`config.mk`:
```
export PLATFORM = sky130hd
export DESIGN_NAME = vfd_scan_capture
export DESIGN_NICKNAME = d
export VERILOG_FILES = /design/src/rtl/vfd_scan_capture.sv
export SDC_FILE = /design/constraint.sdc
export NUM_CORES = 1
export LEC_CHECK = 0
export ABC_CLOCK_PERIOD_IN_PS = 2700
export CAP_MARGIN = 20
export CORE_UTILIZATION = 55
export CTS_CLUSTER_DIAMETER = 30
export CTS_CLUSTER_SIZE = 16
export DETAILED_ROUTE_END_ITERATION = 6
export DONT_BUFFER_PORTS = 1
export PLACE_DENSITY = 0.85
export SETUP_SLACK_MARGIN = 0.2
export SYNTH_ARGS = -nofsm -noshare
export SYNTH_HDL_FRONTEND = slang
export SYNTH_SLANG_ARGS = --single-unit
```
`constraint.sdc`:
```
create_clock -name clk -period 2.7 [get_ports clk]
set_input_delay 0.675 -clock clk [delete_from_list [all_inputs] [get_ports clk]]
set_output_delay 0.675 -clock clk [all_outputs]
set_load 0.02 [all_outputs]
```
`src/rtl/vfd_scan_capture.sv`:
```
// Demultiplexes the MCU's scanned VFD grid/segment drive into a settled, decaying per-grid row buffer.
// Optional VFD_MULTIGRID_EN: a settled multi-grid pattern is written to every active row.
module vfd_scan_capture #(
   parameter int GRIDS   = 10,
   parameter int SEGS    = 17,
   parameter int SETTLE  = 8,
   parameter int DECAY_W = 16
) (
   input  logic             clk,
   input  logic             _reset,
   input  logic [GRIDS-1:0] grid,
   input  logic [SEGS-1:0]  seg,
   input  logic [3:0]       rd_addr,
   output logic [SEGS-1:0]  rd_data,
   output logic             rd_valid,
   output logic             frame_tick,
   output logic [3:0]       grid_idx
);

   typedef enum logic [1:0] {ST_IDLE, ST_SETTLE, ST_HOLD} state_t;

   localparam logic [7:0]         SETTLE_LAST = 8'(SETTLE - 1);
   localparam logic [DECAY_W-1:0] DECAY_SAT   = '1;

   state_t              state, state_n;
   logic [7:0]          cnt, cnt_n, cnt_inc;
   logic [GRIDS-1:0]    grid_q, grid_p;
   logic [SEGS-1:0]     seg_q, seg_p;
   logic                changed, any_set, multi_set, wr_ok, wr_en, seen;
   logic [3:0]          hi_idx;
   logic [SEGS-1:0]     rows  [GRIDS];
   logic [DECAY_W-1:0]  decay [GRIDS];
   logic [SEGS-1:0]     rd_data_n;
   logic                rd_valid_n;

   assign changed = (grid_q != grid_p) || (seg_q != seg_p);
   assign cnt_inc = cnt + 8'd1;

   always_comb begin
      // NOTE: every always_comb output gets a default first, so no path can infer a latch.
      any_set   = 1'b0;
      multi_set = 1'b0;
      hi_idx    = 4'd0;
      for (int i = 0; i < GRIDS; i++) begin
         if (grid_q[i]) begin
            multi_set = multi_set | any_set;
            any_set   = 1'b1;
            hi_idx    = 4'(i);
         end
      end
`ifdef VFD_MULTIGRID_EN
      wr_ok = any_set;
`else
      wr_ok = any_set && !multi_set;
`endif
   end

   // The cycle that detects a new pattern counts as the first settle cycle, so the
   // write fires as the incremented count reaches SETTLE-1.
   always_comb begin
      state_n = state;
      cnt_n   = cnt;
      wr_en   = 1'b0;
      case (state)
         ST_IDLE: begin
            if (grid_q != '0) begin
               state_n = ST_SETTLE;
               cnt_n   = 8'd0;
            end
         end
         ST_SETTLE: begin
            if (changed) begin
               cnt_n = 8'd0;
               if (grid_q == '0) state_n = ST_IDLE;
            end else begin
               cnt_n = cnt_inc;
               if (cnt_inc == SETTLE_LAST) begin
                  wr_en   = wr_ok;
                  state_n = ST_HOLD;
               end
            end
         end
         ST_HOLD: begin
            if (grid_q == '0) begin
               state_n = ST_IDLE;
            end else if (changed) begin
               state_n = ST_SETTLE;
               cnt_n   = 8'd0;
            end
         end
         default: state_n = ST_IDLE;
      endcase
   end

   always_ff @(posedge clk or negedge _reset) begin
      // NOTE: sequential state uses non-blocking assignments so every register samples pre-edge values.
      if (!_reset) begin
         grid_q     <= '0;
         seg_q      <= '0;
         grid_p     <= '0;
         seg_p      <= '0;
         state      <= ST_IDLE;
         cnt        <= 8'd0;
         seen       <= 1'b0;
         grid_idx   <= 4'd0;
         frame_tick <= 1'b0;
      end else begin
         grid_q     <= grid;
         seg_q      <= seg;
         grid_p     <= grid_q;
         seg_p      <= seg_q;
         state      <= state_n;
         cnt        <= cnt_n;
         frame_tick <= wr_en && seen && (hi_idx <= grid_idx);
         if (wr_en) begin
            grid_idx <= hi_idx;
            seen     <= 1'b1;
         end
      end
   end

   always_ff @(posedge clk or negedge _reset) begin
      // NOTE: the row buffer is reset because "all rows cleared, all invalid" is observable behaviour.
      if (!_reset) begin
         for (int i = 0; i < GRIDS; i++) begin
            rows[i]  <= '0;
            decay[i] <= DECAY_SAT;
         end
      end else begin
         for (int i = 0; i < GRIDS; i++) begin
            if (wr_en && grid_q[i]) begin
               rows[i]  <= seg_q;
               decay[i] <= '0;
            end else if (decay[i] != DECAY_SAT) begin
               decay[i] <= decay[i] + 1'b1;
            end
         end
      end
   end

   // Address decode by compare keeps out-of-range rd_addr from indexing past the array.
   always_comb begin
      rd_data_n  = '0;
      rd_valid_n = 1'b0;
      for (int i = 0; i < GRIDS; i++) begin
         if (rd_addr == 4'(i)) begin
            rd_valid_n = (decay[i] != DECAY_SAT);
            rd_data_n  = rd_valid_n ? rows[i] : '0;
         end
      end
   end

   always_ff @(posedge clk or negedge _reset) begin
      if (!_reset) begin
         rd_data  <= '0;
         rd_valid <= 1'b0;
      end else begin
         rd_data  <= rd_data_n;
         rd_valid <= rd_valid_n;
      end
   end

endmodule
```
; Word level (Yosys, flattened, before mapping)
; Index checks and enable logic that the tools add are counted.
[classes]
add_sub_neg = 11
magnitude_cmp = 1
eq_ne = 30
mux = 93
bitwise = 8
n_reduce_logical = 32
[op_table]
columns = cell, n
row1 = 17-bit 2-to-1 mux, 20
row2 = 16-bit 2-to-1 mux, 20
row3 = "16-bit by 1-bit adder with 16-bit output, second input constant", 10
row4 = "16-bit != test, second input constant", 10
row5 = 1-bit 2-to-1 mux, 33
row6 = 8-bit 2-to-1 mux, 4
row7 = 4-bit 2-to-1 mux, 7
row8 = 8-bit case mux with 3 select lines, 1
row9 = 2-bit nonzero test, 10
row10 = 17-bit != test, 1
row11 = "4-bit by 3-bit == test with 1-bit output, second input constant", 4
row12 = 2-bit 2-to-1 mux, 7
row13 = 1-bit logical AND, 13
row14 = 10-bit zero test, 1
row15 = 10-bit != test, 1
row16 = 10-bit nonzero test, 1
row17 = "3-bit != test, second input constant", 3
row18 = "8-bit by 1-bit adder with 8-bit output, second input constant", 1
row19 = "4-bit by 2-bit == test with 1-bit output, second input constant", 2
row20 = "4-bit == test, second input constant", 2
row21 = "8-bit by 3-bit == test with 1-bit output, second input constant", 1
row22 = 1-bit bitwise OR, 8
row23 = 4-bit AND reduction, 2
row24 = "2-bit != test, second input constant", 3
row25 = 10 further kinds, 10
[word_totals]
ff_bits = 418
word_cells = 206

; Depth between registers and ports, before layout
[logic_depth]
ltp_word = 25
ltp_mapped = 14

; Worst setup path before layout
; No wires, ideal clock.
[synth_timing]
path_type = reg2reg
start = register grid_q[4]
end = register rows[156] (netlist name)
setup_ns = 0.125
arrival_time_ns = 2.626
setup_slack_ns = -0.051
stages_incl_launch_ff = 11
path_buffers = 4
cell_sequence = dfrtp_1 buf_6 xor2_1 or4_4 nor4_4 and4b_1 buf_6 and3_1 buf_2 buf_4 mux2_2
[synth_between]
elab_chain_len = 17
word_cells_on_any_way = 25
[synth_rtl]
columns = element, line
row1 = start: declaration, 27  ; logic [GRIDS-1:0] grid_q, grid_p;
row2 = start signal: assignment, 108  ; grid_q <= grid;
row3 = 1-bit 2-to-1 mux, 45  ; if (grid_q[i]) begin
row4 = 1-bit bitwise OR, 46  ; multi_set = multi_set | any_set;
row5 = 1-bit 2-to-1 mux, 45
row6 = 1-bit bitwise OR, 46
row7 = 1-bit 2-to-1 mux, 45
row8 = 1-bit bitwise OR, 46
row9 = 1-bit 2-to-1 mux, 45
row10 = 1-bit bitwise OR, 46
row11 = 1-bit 2-to-1 mux, 45
row12 = 1-bit bitwise OR, 46
row13 = 1-bit 2-to-1 mux, 45
row14 = 1-bit zero test, 54  ; wr_ok = any_set && !multi_set;
row15 = 1-bit logical AND, 54
row16 = 1-bit 2-to-1 mux, 77  ; if (cnt_inc == SETTLE_LAST) begin
row17 = 1-bit 2-to-1 mux *, 72  ; if (changed) begin
row18 = 1-bit 2-to-1 mux *, 64  ; case (state)
row19 = 1-bit logical AND *, 131  ; if (wr_en && grid_q[i]) begin
row20 = end signal: indexed assignment, 132  ; rows[i] <= seg_q;
row21 = end: declaration, 31  ; logic [SEGS-1:0] rows [GRIDS];
; Every way passes the cells marked *; elsewhere a longest branch is shown, timed or not.
; A chain may end at the register's enable or synchronous reset.

; Worst setup path in the final report
[layout_timing]
start = register cnt[0]
end = register rows[80] (netlist name)
[layout_between]
elab_chain_len = 6
[layout_rtl]
columns = element, line
row1 = start: declaration, 26  ; logic [7:0] cnt, cnt_n, cnt_inc;
row2 = start signal: assignment, 113  ; cnt <= cnt_n;
row3 = 8-bit by 1-bit adder with 8-bit output, 37  ; assign cnt_inc = cnt + 8'd1;
row4 = 8-bit by 3-bit == test with 1-bit output, 77
row5 = 1-bit 2-to-1 mux, 77
row6 = 1-bit 2-to-1 mux, 72
row7 = 1-bit 2-to-1 mux, 64
row8 = 1-bit logical AND, 131
; No other way between the ends.

==> metrics.txt <==
# TYPE chip_impl_metric gauge
chip_impl_metric{name="nNetsFinal",unit=""} 1736
chip_impl_metric{name="via_per_inst",unit=""} 6.178
chip_impl_metric{name="share_of_cell_area_taken_by_muxes_after_synthesis",unit="%"} 11.81
chip_impl_metric{name="cts_sinks",unit=""} 418
chip_impl_metric{name="wl_per_cell",unit="µm"} 21.28
chip_impl_info{name="cp-end-kind",value="flop"} 1
chip_impl_info{name="worst_setup_path_start_kind",value="flop"} 1
chip_impl_metric{name="register_bit_count_reported_by_yosys",unit=""} 418
chip_impl_metric{name="timing.max_cap.violations",unit=""} 0
chip_impl_info{name="status",value="finished with violations"} 1
chip_impl_metric{name="fillers",unit=""} 2143
chip_impl_metric{name="final-hold-violation-count",unit=""} 260
chip_impl_metric{name="cts_buffer_depth",unit=""} 3
chip_impl_metric{name="max_stage_delay",unit="ps"} 450
chip_impl_metric{name="power.density",unit="mW/mm²"} 723.5
chip_impl_metric{name="initial_antenna_violation_count",unit=""} 1
chip_impl_metric{name="post_synth_instance_area",unit="mm²"} 0.01900
chip_impl_metric{name="syn_inst",unit=""} 1603
chip_impl_metric{name="number_of_enable_type_register_cells_in_the_synthesized_netlist",unit=""} 0
chip_impl_metric{name="post-route-period-util",unit="%"} 97.20
chip_impl_metric{name="synth_xor_xnor_area_share",unit="%"} 6.499
chip_impl_metric{name="worst_pin_slew",unit="ps"} 951.8
chip_impl_info{name="cts_root_buffer",value="clkbuf_16"} 1
chip_impl_metric{name="fin_setup_tns",unit="ps"} 0
chip_impl_info{name="worst-setup-path-type",value="flop to flop"} 1
chip_impl_info{name="dominant_combinational_cell_family_by_area_after_synthesis",value="simple AND/OR/NAND/NOR gates"} 1
chip_impl_metric{name="grt_pass1_vias",unit=""} 14003
chip_impl_metric{name="buffer_ports.inserted",unit=""} 0
chip_impl_metric{name="maximum_number_of_pins_on_one_net_before_global_route_repair",unit=""} 419
chip_impl_metric{name="fp.dieW",unit="µm"} 187.9
chip_impl_metric{name="fmax",unit="GHz"} 0.3810
chip_impl_metric{name="critical_path_buf_inv_count",unit=""} 2
chip_impl_metric{name="netlist-cell-type-count",unit=""} 64
chip_impl_info{name="failing_checks",value="hold timing"} 1
chip_impl_metric{name="crit_fanout",unit=""} 18
chip_impl_metric{name="ir_drop",unit="mV"} 0.6317
chip_impl_info{name="critical_path.slowest_cell",value="dfrtp_1"} 1
chip_impl_metric{name="clk_pin_slew_worst_paths",unit="ps"} 50
chip_impl_metric{name="top_level_ports",unit=""} 56
chip_impl_metric{name="clkLatencyLatePin",unit="ps"} 590
chip_impl_metric{name="synth_compound_gate_area_share",unit="%"} 6.210
chip_impl_metric{name="cts_made_buffers",unit=""} 80
chip_impl_metric{name="synth_warnings",unit=""} 0
chip_impl_metric{name="die_h",unit="µm"} 187.9
chip_impl_metric{name="synth_fa_ha_area_share",unit="%"} 1.159
chip_impl_metric{name="global_route.usage.total",unit="%"} 26.65
chip_impl_metric{name="worst_path_required",unit="ps"} 3170
chip_impl_metric{name="placement.setup.worst_slack",unit="ps"} 85.36
chip_impl_metric{name="post-dp-hpwl",unit="µm"} 26190
chip_impl_info{name="cp_cell_sequence",value="ha_4 > xor2_1 > nand3_1 > nor4bb_2 > and4b_2 > buf_12 > nand3_4 > clkbuf_16 > mux2_4"} 1
chip_impl_metric{name="initial_util",unit="%"} 56.24
chip_impl_metric{name="synth_simple_gate_area_share",unit="%"} 15.53
chip_impl_metric{name="power.leakage",unit="nW"} 10.25
chip_impl_metric{name="core_area",unit="mm²"} 0.03378
chip_impl_metric{name="cts_htree_levels",unit=""} 3
chip_impl_info{name="mostFrequentLayoutCell",value="dfrtp_1"} 1
chip_impl_metric{name="grt-ovfl-total",unit=""} 0
chip_impl_metric{name="postLayoutSetupSlackWorst",unit="ps"} 75.57
chip_impl_metric{name="gp_congestion",unit=""} 0.8422
chip_impl_metric{name="wire_length_of_the_first_global_routing_pass",unit="µm"} 74710
chip_impl_info{name="worstSetupStartpoint",value="cnt[0]"} 1
chip_impl_info{name="most-common-layout-cells",value="dfrtp_1, nor2_1, dfstp_2"} 1
chip_impl_info{name="yosys_most_used_dff",value="dfrtp_1"} 1
chip_impl_metric{name="clock_skew",unit="ps"} 24.80
chip_impl_metric{name="synth_to_layout_area_growth",unit="%"} 20.72
chip_impl_info{name="setup_repair_after_global_routing_missed_its_margin",value="true"} 1
chip_impl_info{name="hold_class",value="primary input to asynchronous set/reset pin"} 1
chip_impl_metric{name="finalHoldWorstSlack",unit="ps"} -150.3
chip_impl_metric{name="synth.top_cell.area_share",unit="%"} 33.98
chip_impl_metric{name="detail_route.wirelength",unit="µm"} 46740
chip_impl_info{name="cts_tree",value="yes"} 1
chip_impl_metric{name="antenna_cells",unit=""} 0
chip_impl_metric{name="detailed_route_iter0_violations",unit=""} 1407
chip_impl_metric{name="report.final.slew_viol_count",unit=""} 0
chip_impl_metric{name="total_number_of_placement_rows",unit=""} 67
chip_impl_metric{name="synthesis.nets",unit=""} 1652
chip_impl_metric{name="fp.dieArea",unit="mm²"} 0.03529
chip_impl_metric{name="drive_above_1_share",unit="%"} 35.11
chip_impl_info{name="synth_top_area_cell",value="dfrtp_1"} 1
chip_impl_metric{name="cp_data_arrival_time",unit="ps"} 3090
chip_impl_metric{name="synth_sequential_area_ratio",unit="%"} 56.10
chip_impl_metric{name="antenna_left",unit=""} 0
chip_impl_info{name="timing.critical_path.max_delay_family",value="simple AND/OR/NAND/NOR gates"} 1
chip_impl_metric{name="synth_area_per_cell",unit="µm²"} 11.85
chip_impl_info{name="worst_r2r_startpoint",value="cnt[0]"} 1
chip_impl_metric{name="vias",unit=""} 13574
chip_impl_metric{name="final_period_minus_worst_setup_slack",unit="ps"} 2624
chip_impl_metric{name="setup_viol_count_final",unit=""} 0
chip_impl_metric{name="drt_pass1_iterations",unit=""} 7
chip_impl_metric{name="relSlewSlack",unit="%"} 36.55
chip_impl_info{name="synthTopCellsByArea",value="dfrtp_1, dfstp_2, mux2_2, nor2_1, mux2_4"} 1
chip_impl_metric{name="drc",unit=""} 0
chip_impl_metric{name="async_flop_share",unit="%"} 100.0
## path summary, 6_finish.rpt
| path | slack (ps) | to | cells past startpoint |
|---|---|---|---|
| hold / removal | -150 | seg_q[2] | 0 |
| min in group clk | 110 | seg_q[10] | 0 |
| hold reg to reg | 480 | grid_p[9] | 0 |
| setup / recovery | 80 | rows[80] | 9 |
| max in group asynchronous | 2130 | rows[48] | 0 |
| setup reg to reg | 80 | rows[80] | 9 |
## kinds of logic after synthesis
logic type	Yosys count
and+or+nand+nor	581
DFF	418
muxes	184
AOI/OAI and AO/OA	154
xor gates and xnor gates	141
buffers and inverters	107
adders and majority gates	18
## area by class of cell
cell class                 count  area, µm²  area share (%)
sequential                   418      10670           46.50
multi-input combinational   1078       8050           35.10
clock buffer                  97       2177           9.492
timing repair buffer          84      830.8           3.622
tap                          448      560.5           2.444
clock inverter                47      558.0           2.433
inverter                      25      93.84          0.4091
## through the flow
stage                     utilization [%]  cells  area [µm²]  total power, mW
after global routing                67.89   2197       22940            17.03
after detailed placement            58.99   2045       19930            6.696
after global placement              58.96   2044       19920            6.687
after CTS                           67.55   2193       22820            16.69
final                               67.89   2197       22940            16.59
after floorplan                         -   1603       19070            6.600
## routing by layer
| layer | GRT usage, % | wire [µm] |
|---|---|---|
| met5 | 0 | 13 |
| met4 | 11.48 | 1696 |
| met3 | 6.644 | 3485 |
| met2 | 43.86 | 22970 |
| met1 | 33.49 | 18580 |
## cell usage after synthesis, drive strengths merged, types with 7 or more instances
| master | instances |
|---|---|
| and3 | 36 |
| mux2 | 172 |
| dfrtp | 258 |
| xnor2 | 82 |
| a221oi | 17 |
| nor3 | 44 |
| xor2 | 59 |
| or2 | 9 |
| a21oi | 18 |
| a22o | 17 |
| nand3 | 98 |
| mux2i | 12 |
| nor2b | 8 |
| clkbuf | 48 |
| inv | 25 |
| a31oi | 7 |
| a222oi | 33 |
| nor2 | 219 |
| nand4 | 49 |
| o21ai | 26 |
| nand2 | 61 |
| dfstp | 160 |
| nor4 | 13 |
| buf | 34 |
| ha | 16 |
| and4 | 12 |
## worst reg2reg max path, delay by kind of cell, from the launching register on
kind | cells | cell delay (ps)
DFF | 1 | 450
xor gates and xnor gates | 1 | 160
buffers and inverters | 2 | 400
muxes | 1 | 300
adders and majority gates | 1 | 190
and+or+nand+nor | 4 | 1000
## flip-flops by register name, summed over array words and instances (netlist names)
register and cells:
grid_idx 4, rows 170, state 2, frame_tick 1
decay 160, seg_p 17, rd_valid 1, cnt 8
seen 1, grid_p 10, grid_q 10, seg_q 17
rd_data 17
## what timing repair did
| item | 4_1_cts | 5_1_grt |
|---|---|---|
| resized for setup | 26 | 15 |
| setup buffers | 4 | 3 |
| hold endpoints to repair | 289 | 269 |
| gates cloned | 0 | 1 |
| endpoints found under the setup margin | 295 | 342 |
| pin swaps | 8 | 8 |
## where the power goes
group | internal, mW | total [mW] | switching (mW)
sequential | 6.33 | 6.38 | 0.0501
combinational | 0.0897 | 0.252 | 0.162
clock | 6.49 | 9.96 | 3.47
total | 12.9 | 16.6 | 3.68
Power figures use the tool's default switching activity.
